$ cat src/rtl/fht_pkg.sv
// ============================================================================
// Module      : fht_pkg
// Description : Shared types and constants for the FHT butterfly array.
// Revision    : 1.0 - initial release
// ============================================================================
`default_nettype none

package fht_pkg;

    localparam int c_d_bit_default   = 17;
    localparam int c_w_bit_default   = 12;
    localparam int c_sec_bit_default = 4;
    localparam int c_nbut_default    = 2;

    // Twiddle 1.0 sits at 2^(W_BIT-2); rounding bias is half an LSB of that.
    localparam int c_tw_frac_ofs = 2;
    localparam int c_round_ofs   = 3;

    typedef enum logic [1:0] {
        LANE_STRAIGHT = 2'd0,
        LANE_FIRST    = 2'd1,
        LANE_SECOND   = 2'd2
    } lane_ord_t;

    typedef enum logic [0:0] {
        ST_IDLE   = 1'b0,
        ST_HAVE_A = 1'b1
    } fsm_state_t;

endpackage

`default_nettype wire

$ cat src/rtl/fht_but_array_if.sv
// ============================================================================
// Module      : fht_but_array_if
// Description : Bank/twiddle input bus and result bus of the butterfly array.
// Revision    : 1.0 - initial release
// ============================================================================
`default_nettype none

interface fht_but_array_if
    import fht_pkg::*;
#(
    parameter int D_BIT   = c_d_bit_default,
    parameter int W_BIT   = c_w_bit_default,
    parameter int SEC_BIT = c_sec_bit_default,
    parameter int NBUT    = c_nbut_default
);
    logic                      iVALID;
    logic                      iBEAT;
    logic                      iST_ZERO;
    logic                      iST_LAST;
    logic                      i2ND_PART_SUBSEC;
    logic                      iSCALE;
    logic [SEC_BIT-1:0]        iSECTOR;
    logic [2*NBUT*D_BIT-1:0]   iBANK;
    logic [NBUT*W_BIT-1:0]     iSIN;
    logic [NBUT*W_BIT-1:0]     iCOS;
    logic                      iCLR_ERR;
    logic                      oVALID;
    logic [2*NBUT*D_BIT-1:0]   oY;
    logic                      oOVF;
    logic                      oSEQ_ERR;

    modport master (
        output iVALID, iBEAT, iST_ZERO, iST_LAST, i2ND_PART_SUBSEC, iSCALE,
               iSECTOR, iBANK, iSIN, iCOS, iCLR_ERR,
        input  oVALID, oY, oOVF, oSEQ_ERR
    );

    modport slave (
        input  iVALID, iBEAT, iST_ZERO, iST_LAST, i2ND_PART_SUBSEC, iSCALE,
               iSECTOR, iBANK, iSIN, iCOS, iCLR_ERR,
        output oVALID, oY, oOVF, oSEQ_ERR
    );

endinterface

`default_nettype wire

$ cat src/rtl/fht_but_core.sv
// ============================================================================
// Module      : fht_but_core
// Description : One radix-2 FHT butterfly, two register stages.
//               FHT_SAT_EN selects clamping (with overflow flag) over wrapping.
// Revision    : 1.0 - initial release
// ============================================================================
`default_nettype none

module fht_but_core
    import fht_pkg::*;
#(
    parameter int D_BIT = c_d_bit_default,
    parameter int W_BIT = c_w_bit_default
) (
    input  wire logic                    clk,
    input  wire logic                    rst,
    input  wire logic                    i_zero,
    input  wire logic                    i_scale,
    input  wire logic signed [D_BIT-1:0] i_x0,
    input  wire logic signed [D_BIT-1:0] i_x1,
    input  wire logic signed [D_BIT-1:0] i_x2,
    input  wire logic signed [W_BIT-1:0] i_sin,
    input  wire logic signed [W_BIT-1:0] i_cos,
    output logic signed [D_BIT-1:0]      o_a,
    output logic signed [D_BIT-1:0]      o_b,
    output logic                         o_ovf
);
    localparam int c_mw = D_BIT + W_BIT;
    localparam int c_pw = c_mw + 1;
    localparam int c_aw = c_pw + 1;
    localparam logic signed [c_pw-1:0] c_round = {{(c_pw-1){1'b0}}, 1'b1} << (W_BIT - c_round_ofs);
    localparam logic signed [c_aw-1:0] c_one   = {{(c_aw-1){1'b0}}, 1'b1};
    localparam logic signed [c_aw-1:0] c_max   = {{(c_aw-D_BIT+1){1'b0}}, {(D_BIT-1){1'b1}}};
    localparam logic signed [c_aw-1:0] c_min   = {{(c_aw-D_BIT+1){1'b1}}, {(D_BIT-1){1'b0}}};

    logic signed [c_mw-1:0] w_m1, w_m2;
    logic signed [c_pw-1:0] w_sum, w_p;
    logic signed [c_pw-1:0] r_p;
    logic signed [D_BIT-1:0] r_x0;
    logic                    r_scale;
    logic signed [c_aw-1:0] w_a, w_b, w_as, w_bs;

    assign w_m1  = c_mw'(i_x1) * c_mw'(i_cos);
    assign w_m2  = c_mw'(i_x2) * c_mw'(i_sin);
    assign w_sum = c_pw'(w_m1) + c_pw'(w_m2) + c_round;
    assign w_p   = i_zero ? c_pw'(i_x1) : (w_sum >>> (W_BIT - c_tw_frac_ofs));

    always_ff @(posedge clk) begin
        if (rst) begin
            r_p     <= '0;
            r_x0    <= '0;
            r_scale <= 1'b0;
        end else begin
            r_p     <= w_p;
            r_x0    <= i_x0;
            r_scale <= i_scale;
        end
    end

    // Sums are kept at full product width so scaling and clamping see exact values.
    assign w_a  = c_aw'(r_x0) + c_aw'(r_p);
    assign w_b  = c_aw'(r_x0) - c_aw'(r_p);
    assign w_as = r_scale ? ((w_a + c_one) >>> 1) : w_a;
    assign w_bs = r_scale ? ((w_b + c_one) >>> 1) : w_b;

    function automatic logic signed [D_BIT-1:0] f_clip(input logic signed [c_aw-1:0] v);
        logic signed [c_aw-1:0] c;
        c = (v > c_max) ? c_max : ((v < c_min) ? c_min : v);
        return c[D_BIT-1:0];
    endfunction

    always_ff @(posedge clk) begin
        if (rst) begin
            o_a   <= '0;
            o_b   <= '0;
            o_ovf <= 1'b0;
        end else begin
`ifdef FHT_SAT_EN
            o_a   <= f_clip(w_as);
            o_b   <= f_clip(w_bs);
            o_ovf <= (w_as > c_max) || (w_as < c_min) || (w_bs > c_max) || (w_bs < c_min);
`else
            o_a   <= w_as[D_BIT-1:0];
            o_b   <= w_bs[D_BIT-1:0];
            o_ovf <= 1'b0;
`endif
        end
    end

endmodule

`default_nettype wire

$ cat src/rtl/fht_but_array.sv
// ============================================================================
// Module      : fht_but_array
// Description : Two-beat bank assembly feeding NBUT butterflies, 3-cycle latency.
//               FHT_SAT_EN enables result clamping and the overflow flag.
// Revision    : 1.0 - initial release
// ============================================================================
`default_nettype none

module fht_but_array
    import fht_pkg::*;
#(
    parameter int D_BIT   = c_d_bit_default,
    parameter int W_BIT   = c_w_bit_default,
    parameter int SEC_BIT = c_sec_bit_default,
    parameter int NBUT    = c_nbut_default
) (
    input  wire logic       iCLK,
    input  wire logic       iRESET,
    fht_but_array_if.slave  bus
);
    fsm_state_t r_state, w_state_nxt;
    logic       w_cap_a, w_launch, w_seq_set;

    logic [NBUT*D_BIT-1:0]   r_x1_h, r_x2_h;
    logic [NBUT*D_BIT-1:0]   r_x0_s, r_x1_s, r_x2_s;
    logic [NBUT*W_BIT-1:0]   r_sin_s, r_cos_s;
    logic                    r_zero_s, r_scale_s;
    lane_ord_t               w_ord, r_ord_1, r_ord_2, r_ord_3;
    logic                    r_v1, r_v2, r_v3;
    logic [NBUT*D_BIT-1:0]   w_a, w_b;
    logic [NBUT-1:0]         w_ovf;
    logic [2*NBUT*D_BIT-1:0] w_y, r_y;
    logic                    r_valid, r_ovf, r_seq_err;

    always_ff @(posedge iCLK) begin
        if (iRESET) r_state <= ST_IDLE;
        else        r_state <= w_state_nxt;
    end

    always_comb begin
        w_state_nxt = r_state;
        w_cap_a     = 1'b0;
        w_launch    = 1'b0;
        w_seq_set   = 1'b0;
        if (bus.iVALID && !bus.iBEAT) begin
            w_cap_a     = 1'b1;
            w_state_nxt = ST_HAVE_A;
        end else if (bus.iVALID && bus.iBEAT) begin
            if (r_state == ST_HAVE_A) begin
                w_launch    = 1'b1;
                w_state_nxt = ST_IDLE;
            end else begin
                w_seq_set   = 1'b1;
            end
        end
    end

    always_comb begin
        w_ord = LANE_FIRST;
        if (bus.iST_LAST)              w_ord = LANE_STRAIGHT;
        else if (bus.i2ND_PART_SUBSEC) w_ord = LANE_SECOND;
    end

    always_ff @(posedge iCLK) begin
        if (iRESET) begin
            r_x1_h <= '0; r_x2_h <= '0;
            r_x0_s <= '0; r_x1_s <= '0; r_x2_s <= '0;
            r_sin_s <= '0; r_cos_s <= '0;
            r_zero_s <= 1'b0; r_scale_s <= 1'b0;
            r_ord_1 <= LANE_STRAIGHT; r_ord_2 <= LANE_STRAIGHT; r_ord_3 <= LANE_STRAIGHT;
            r_v1 <= 1'b0; r_v2 <= 1'b0; r_v3 <= 1'b0;
        end else begin
            for (int k = 0; k < NBUT; k++) begin
                if (w_cap_a) begin
                    r_x1_h[k*D_BIT +: D_BIT] <= bus.iBANK[(2*k)*D_BIT +: D_BIT];
                    r_x2_h[k*D_BIT +: D_BIT] <= bus.iBANK[(2*k+1)*D_BIT +: D_BIT];
                end
                if (w_launch) r_x0_s[k*D_BIT +: D_BIT] <= bus.iBANK[(2*k)*D_BIT +: D_BIT];
            end
            if (w_launch) begin
                r_x1_s    <= r_x1_h;
                r_x2_s    <= r_x2_h;
                r_sin_s   <= bus.iSIN;
                r_cos_s   <= bus.iCOS;
                r_zero_s  <= bus.iST_ZERO || (bus.iSECTOR == '0);
                r_scale_s <= bus.iSCALE;
                r_ord_1   <= w_ord;
            end
            r_v1    <= w_launch;
            r_v2    <= r_v1;
            r_v3    <= r_v2;
            r_ord_2 <= r_ord_1;
            r_ord_3 <= r_ord_2;
        end
    end

    for (genvar k = 0; k < NBUT; k++) begin : g_but
        fht_but_core #(.D_BIT(D_BIT), .W_BIT(W_BIT)) u_core (
            .clk     (iCLK),
            .rst     (iRESET),
            .i_zero  (r_zero_s),
            .i_scale (r_scale_s),
            .i_x0    (r_x0_s[k*D_BIT +: D_BIT]),
            .i_x1    (r_x1_s[k*D_BIT +: D_BIT]),
            .i_x2    (r_x2_s[k*D_BIT +: D_BIT]),
            .i_sin   (r_sin_s[k*W_BIT +: W_BIT]),
            .i_cos   (r_cos_s[k*W_BIT +: W_BIT]),
            .o_a     (w_a[k*D_BIT +: D_BIT]),
            .o_b     (w_b[k*D_BIT +: D_BIT]),
            .o_ovf   (w_ovf[k])
        );
    end

    // Butterflies pair up (k, k+1); concatenations list lanes high to low.
    always_comb begin
        w_y = '0;
        for (int g = 0; g < NBUT/2; g++) begin
            case (r_ord_3)
                LANE_FIRST:  w_y[4*g*D_BIT +: 4*D_BIT] =
                    {w_b[(2*g+1)*D_BIT +: D_BIT], w_b[2*g*D_BIT +: D_BIT],
                     w_a[(2*g+1)*D_BIT +: D_BIT], w_a[2*g*D_BIT +: D_BIT]};
                LANE_SECOND: w_y[4*g*D_BIT +: 4*D_BIT] =
                    {w_b[2*g*D_BIT +: D_BIT], w_b[(2*g+1)*D_BIT +: D_BIT],
                     w_a[2*g*D_BIT +: D_BIT], w_a[(2*g+1)*D_BIT +: D_BIT]};
                default:     w_y[4*g*D_BIT +: 4*D_BIT] =
                    {w_b[(2*g+1)*D_BIT +: D_BIT], w_a[(2*g+1)*D_BIT +: D_BIT],
                     w_b[2*g*D_BIT +: D_BIT], w_a[2*g*D_BIT +: D_BIT]};
            endcase
        end
    end

    always_ff @(posedge iCLK) begin
        if (iRESET) begin
            r_valid   <= 1'b0;
            r_y       <= '0;
            r_ovf     <= 1'b0;
            r_seq_err <= 1'b0;
        end else begin
            r_valid <= r_v3;
            if (r_v3) r_y <= w_y;
            if (r_v3 && (|w_ovf)) r_ovf <= 1'b1;
            else if (bus.iCLR_ERR) r_ovf <= 1'b0;
            if (w_seq_set)         r_seq_err <= 1'b1;
            else if (bus.iCLR_ERR) r_seq_err <= 1'b0;
        end
    end

    assign bus.oVALID   = r_valid;
    assign bus.oY       = r_y;
    assign bus.oOVF     = r_ovf;
    assign bus.oSEQ_ERR = r_seq_err;

endmodule

`default_nettype wire

$ cat src/flat_wrapper.sv
// flat-port wrapper written by rule: the top's interface ports become plain ports
module fht_but_array_flat import fht_pkg::*;
#(
    parameter int D_BIT   = c_d_bit_default,
    parameter int W_BIT   = c_w_bit_default,
    parameter int SEC_BIT = c_sec_bit_default,
    parameter int NBUT    = c_nbut_default
)
  (iCLK, iRESET, bus_iVALID, bus_iBEAT, bus_iST_ZERO, bus_iST_LAST, bus_i2ND_PART_SUBSEC, bus_iSCALE, bus_iSECTOR, bus_iBANK, bus_iSIN, bus_iCOS, bus_iCLR_ERR, bus_oVALID, bus_oY, bus_oOVF, bus_oSEQ_ERR);
  fht_but_array_if #(.D_BIT(D_BIT), .W_BIT(W_BIT), .SEC_BIT(SEC_BIT), .NBUT(NBUT)) bus_i ();
  input  wire logic iCLK;
  input  wire logic iRESET;
  input wire logic [$bits(bus_i.iVALID)-1:0] bus_iVALID;
  input wire logic [$bits(bus_i.iBEAT)-1:0] bus_iBEAT;
  input wire logic [$bits(bus_i.iST_ZERO)-1:0] bus_iST_ZERO;
  input wire logic [$bits(bus_i.iST_LAST)-1:0] bus_iST_LAST;
  input wire logic [$bits(bus_i.i2ND_PART_SUBSEC)-1:0] bus_i2ND_PART_SUBSEC;
  input wire logic [$bits(bus_i.iSCALE)-1:0] bus_iSCALE;
  input wire logic [$bits(bus_i.iSECTOR)-1:0] bus_iSECTOR;
  input wire logic [$bits(bus_i.iBANK)-1:0] bus_iBANK;
  input wire logic [$bits(bus_i.iSIN)-1:0] bus_iSIN;
  input wire logic [$bits(bus_i.iCOS)-1:0] bus_iCOS;
  input wire logic [$bits(bus_i.iCLR_ERR)-1:0] bus_iCLR_ERR;
  output wire logic [$bits(bus_i.oVALID)-1:0] bus_oVALID;
  output wire logic [$bits(bus_i.oY)-1:0] bus_oY;
  output wire logic [$bits(bus_i.oOVF)-1:0] bus_oOVF;
  output wire logic [$bits(bus_i.oSEQ_ERR)-1:0] bus_oSEQ_ERR;
  assign bus_i.iVALID = bus_iVALID;
  assign bus_i.iBEAT = bus_iBEAT;
  assign bus_i.iST_ZERO = bus_iST_ZERO;
  assign bus_i.iST_LAST = bus_iST_LAST;
  assign bus_i.i2ND_PART_SUBSEC = bus_i2ND_PART_SUBSEC;
  assign bus_i.iSCALE = bus_iSCALE;
  assign bus_i.iSECTOR = bus_iSECTOR;
  assign bus_i.iBANK = bus_iBANK;
  assign bus_i.iSIN = bus_iSIN;
  assign bus_i.iCOS = bus_iCOS;
  assign bus_i.iCLR_ERR = bus_iCLR_ERR;
  assign bus_oVALID = bus_i.oVALID;
  assign bus_oY = bus_i.oY;
  assign bus_oOVF = bus_i.oOVF;
  assign bus_oSEQ_ERR = bus_i.oSEQ_ERR;
  fht_but_array #(.D_BIT(D_BIT), .W_BIT(W_BIT), .SEC_BIT(SEC_BIT), .NBUT(NBUT)) u_core (.iCLK(iCLK), .iRESET(iRESET), .bus(bus_i));
endmodule
$ cat config.mk
export PLATFORM = sky130hd
export DESIGN_NAME = fht_but_array_flat
export DESIGN_NICKNAME = d
export VERILOG_FILES = /design/src/rtl/fht_pkg.sv /design/src/rtl/fht_but_array_if.sv /design/src/rtl/fht_but_core.sv /design/src/rtl/fht_but_array.sv /design/src/flat_wrapper.sv
export SDC_FILE = /design/constraint.sdc
export NUM_CORES = 2
export LEC_CHECK = 0
export BUFFER_PORTS_ARGS = -buffer_cell sky130_fd_sc_hd__buf_2
export CORE_MARGIN = 1
export CORE_UTILIZATION = 60
export CTS_BUF_LIST = sky130_fd_sc_hd__clkbuf_4 sky130_fd_sc_hd__clkbuf_8 sky130_fd_sc_hd__clkbuf_16
export CTS_CLUSTER_SIZE = 12
export DETAILED_ROUTE_END_ITERATION = 10
export PLACE_DENSITY = 0.76
export SETUP_SLACK_MARGIN = 0.05
export SLEW_MARGIN = 20
export SYNTH_ARGS = -nofsm -noshare
export SYNTH_HDL_FRONTEND = slang
export SYNTH_SLANG_ARGS = --single-unit
$ cat constraint.sdc
create_clock -name iCLK -period 8.3 [get_ports iCLK]
set_input_delay 0.83 -clock iCLK [delete_from_list [all_inputs] [get_ports iCLK]]
set_output_delay 0.83 -clock iCLK [all_outputs]
set_load 0.02 [all_outputs]
==> impl_results.md <==
* CP max FO at 18
* Total routed wirelength at 126000 um
* Via count at 37700
* Detail Route Antenna Nets at 0
* Cells after DPL at 6577
* Synth-to-layout area growth at 6.27%
* WHS Path Cells at 3
* DR iter-0 viols at 3001
* Post-CTS Hold Buffers at 0
* Final nets at 6776
* Xor-xnor portion of the synthesized cell area at 2.36%
* Die Wd at 287 um
* Avg WL per Cell at 18.9 um
* Hold Path Origin: bus_iBANK[56]
* First-pass GRT wire length at 203000 um
* Die area at 82500 sq um
* Clock root cell: clkbuf_16
* Max reg flops at 68
* Clock transition at path regs at 0.06 ns
* R2R Path Start: u_core.r_cos_s[14]$_SDFFE_PP0P_
* VDD IR max at 143 uV
* Worst hold path class: in2reg
* Post-synthesis instance area at 48800 sq um
* TritonRoute pass-1 iters at 9
* Syn Nets at 6805
* H-Tree Depth at 2
* Max Fclk at 133 MHz
* Most used DFF post-synth: dfxtp_1
* Max cap viols at 0
* Final Util at 64.4%
* PortBufs at 198
* Measured slew at the worst slew-check pin at 1.14 ns
* Crit path time final at 7.53 ns
* Proportion of synthesized area in mux cells at 0.913%
* Area of the multi-input gates at 35100 sq um
* Initial antenna violation count at 7
* Largest net degree at the start of global routing at 104
* Worst hold slack at 0.433 ns
* Critical path class: reg2reg
* Boundary pin count at 200
* Worst Path Arrival at 8.09 ns
* Final non-filler cell area at 51900 sq um
* Reg2Reg Capture Point: u_core.g_but[1].u_core.r_p[16]$_SDFF_PP0_
* Overall Global Routing Usage at 31.3%
* Syn_area_per_cell at 8.72 sq um
* Final Non-Filler Cells at 6671
* Post-DP Area at 50200 sq um
* Status: completed
* Reg area at 8790 sq um
* Core area at 80500 sq um
* Top cells by area, synth: fa_1 34%, dfxtp_1 18%, inv_1 7.4%
* Initial Utilization at 60.6%
* Max Root-Sink Buffers at 3
* Max Slew Vio Count at 0
* Overflow left after global routing at 0
* DR vias/cell at 5.66
* Asr flop ratio synth at 0%
* Share of layout cells above drive strength 1 at 6.70%
* Yosys cell types at 102
* Critical path launch point type: flip-flop
* FF+latch count, synth at 439
* Power per standard cell area at 98.9 nW/um^2
* Clock Sinks at 439
* Synth Area in Adders at 40.3%
* Slew headroom at 24.0%
* RSZ-0062 raised after global routing: no
* Critical Path End Type: flip-flop
* Yosys warning total at 0
* DRC viols at 0
* Setup_tns at 0 ns
* CTS Buf Count at 49
* Count of final hold-check violations at 0
* Share of the synthesized area in the top cell type at 33.8%
* LEAKAGE at 23.9 nW
* Post-synth EDFFs at 0
* Post-synthesis sequential area ratio at 18.0%
* CTS tree: done
* R2R depth at 22
* Row count at 104
* End of the worst hold path: u_core.r_x2_h[22]$_SDFFE_PP0P_
* Final setup vio count at 0
* Final Skew at 0.0326 ns
* WP data required at 8.86 ns
* CTS resizes at 0
* Compound-Gate Fraction of Synth Area at 10.4%
* Cell taking the most area after synthesis: fa_1
* Layout fillers at 6685
* HPWL Detailed at 98900 um
* Die H at 287 um
* Clk_lat worst skew at 0.64 ns
* FF-to-FF setup slack at 0.77 ns
* Fin crit share at 90.7%
* Vias in the first global route at 38400
* Gpl congestion at 0.929
* Post-CTS Setup Inserts at 0
* Largest family of logic cells by synthesized area: adder cells
* Post-Synth Simple-Gate Area at 17.9%
* Cell count after synthesis at 5598
critical path, cell delays in order, from the launching register on:
cell	delay, ns
dfxtp_1	0.74
and2_1	0.25
fa_1	0.45
fa_1	0.57
inv_1	0.06
fa_1	0.52
inv_1	0.05
fa_1	0.49
fa_1	0.50
fa_1	0.49
inv_1	0.05
fa_1	0.48
inv_1	0.04
ha_1	0.28
nand3_1	0.10
a32o_1	0.29
a2111oi_1	0.40
buf_4	0.21
o2111ai_1	0.20
a211oi_1	0.56
o311ai_1	0.29
a211o_1	0.35
nand3_1	0.08
cells by family (layout without fill, tap and decap cells):
family,Yosys count,in the layout
compound gates,777,777
xor+xnor,129,129
fa+ha+maj,1078,1078
buf+inv,1290,1293
flops,439,439
mux,44,44
other cells,1,11
simple gates,1840,1840
per-layer routing:
metal  up-vias  track usage [%]  wire length (um)
li1      17400                -                 -
met4         0             13.7              5620
met2      1380             51.7             61400
met3       305             4.88              8990
met1     18700             40.8             50000
met5         -                0                 0
per-stage QoR:
step	power, W	worst slack [ns]
3_5_place_dp	0.00300	0.847
3_3_place_gp	0.00298	1.00
6_report	0.00513	0.769
5_1_grt	0.00531	0.300
4_1_cts	0.00515	0.786
2_1_floorplan	0.00277	1.43
power breakdown:
group / total, W / leakage [nW] / internal (W) / switching [W]
Sequential: 0.00226 / 3.56 / 0.00218 / 0.0000761
Clock: 0.00216 / 0.792 / 0.00121 / 0.000955
Combinational: 0.000709 / 19.5 / 0.000258 / 0.000451
Total: 0.00513 / 23.9 / 0.00364 / 0.00148
layout by cell type, fill, tap and decap left out, types with 19 or more instances in the layout:
cell type / instances
nor2_1: 185
nor3_1: 45
or3_1: 19
nand4_1: 26
xnor2_1: 102
and2_1: 343
nand2b_1: 45
buf_2: 197
a22oi_1: 72
nor2b_1: 88
buf_4: 42
mux2i_1: 40
nand2_1: 925
nand3_1: 50
inv_1: 963
o21ai_0: 91
ha_1: 253
fa_1: 824
clkbuf_16: 49
dfxtp_1: 437
nor4_1: 19
a32oi_1: 23
a21oi_1: 302
a211oi_1: 52
o211ai_1: 21
o22a_1: 35
a21o_1: 25
xor2_1: 24
cell usage after synthesis (8+ instances only):
cell       instances
inv_1            963
nand2_1          925
fa_1             824
dfxtp_1          439
and2_1           343
a21oi_1          302
clkbuf_1         287
ha_1             254
nor2_1           186
xnor2_1          102
o21ai_0           91
nor2b_1           90
a22oi_1           72
a211oi_1          52
nand3_1           51
nand2b_1          46
nor3_1            45
mux2i_1           40
o22a_1            35
nand4_1           26
a21o_1            25
xor2_1            24
a32oi_1           23
o211ai_1          21
and3_1            19
nor4_1            19
or3_1             19
o21a_1            18
buf_1             16
o21ai_1           15
or2_2             13
o21bai_1          12
o31ai_1           11
buf_2              8
o2111ai_1          8
or4_1              8
worst max path at each step:
stage / startpoint / end / cells after the start
6_report: u_core.r_cos_s[14]$_SDFFE_PP0P_ / u_core.g_but[1].u_core.r_p[16]$_SDFF_PP0_ / 22
2_1_floorplan: u_core.r_cos_s[15]$_SDFFE_PP0P_ / u_core.g_but[1].u_core.r_p[16]$_SDFF_PP0_ / 24
3_3_place_gp: u_core.r_cos_s[14]$_SDFFE_PP0P_ / u_core.g_but[1].u_core.r_p[16]$_SDFF_PP0_ / 22
5_1_grt: u_core.r_cos_s[14]$_SDFFE_PP0P_ / u_core.g_but[1].u_core.r_p[16]$_SDFF_PP0_ / 22
4_1_cts: u_core.r_sin_s[15]$_SDFFE_PP0P_ / u_core.g_but[1].u_core.r_p[16]$_SDFF_PP0_ / 23
3_5_place_dp: u_core.r_cos_s[15]$_SDFFE_PP0P_ / u_core.g_but[1].u_core.r_p[16]$_SDFF_PP0_ / 22
layout make-up:
class	count	area share (%)
Sequential cell	439	17.0
Inverter	969	7.01
Tap cell	1060	2.56
Timing Repair Buffer	241	2.59
Clock buffer	68	2.74
Multi-Input combinational cell	3869	67.8
Antenna cell	10	0.0483
Clock inverter	15	0.323
(Power assumes the default switching activity.)
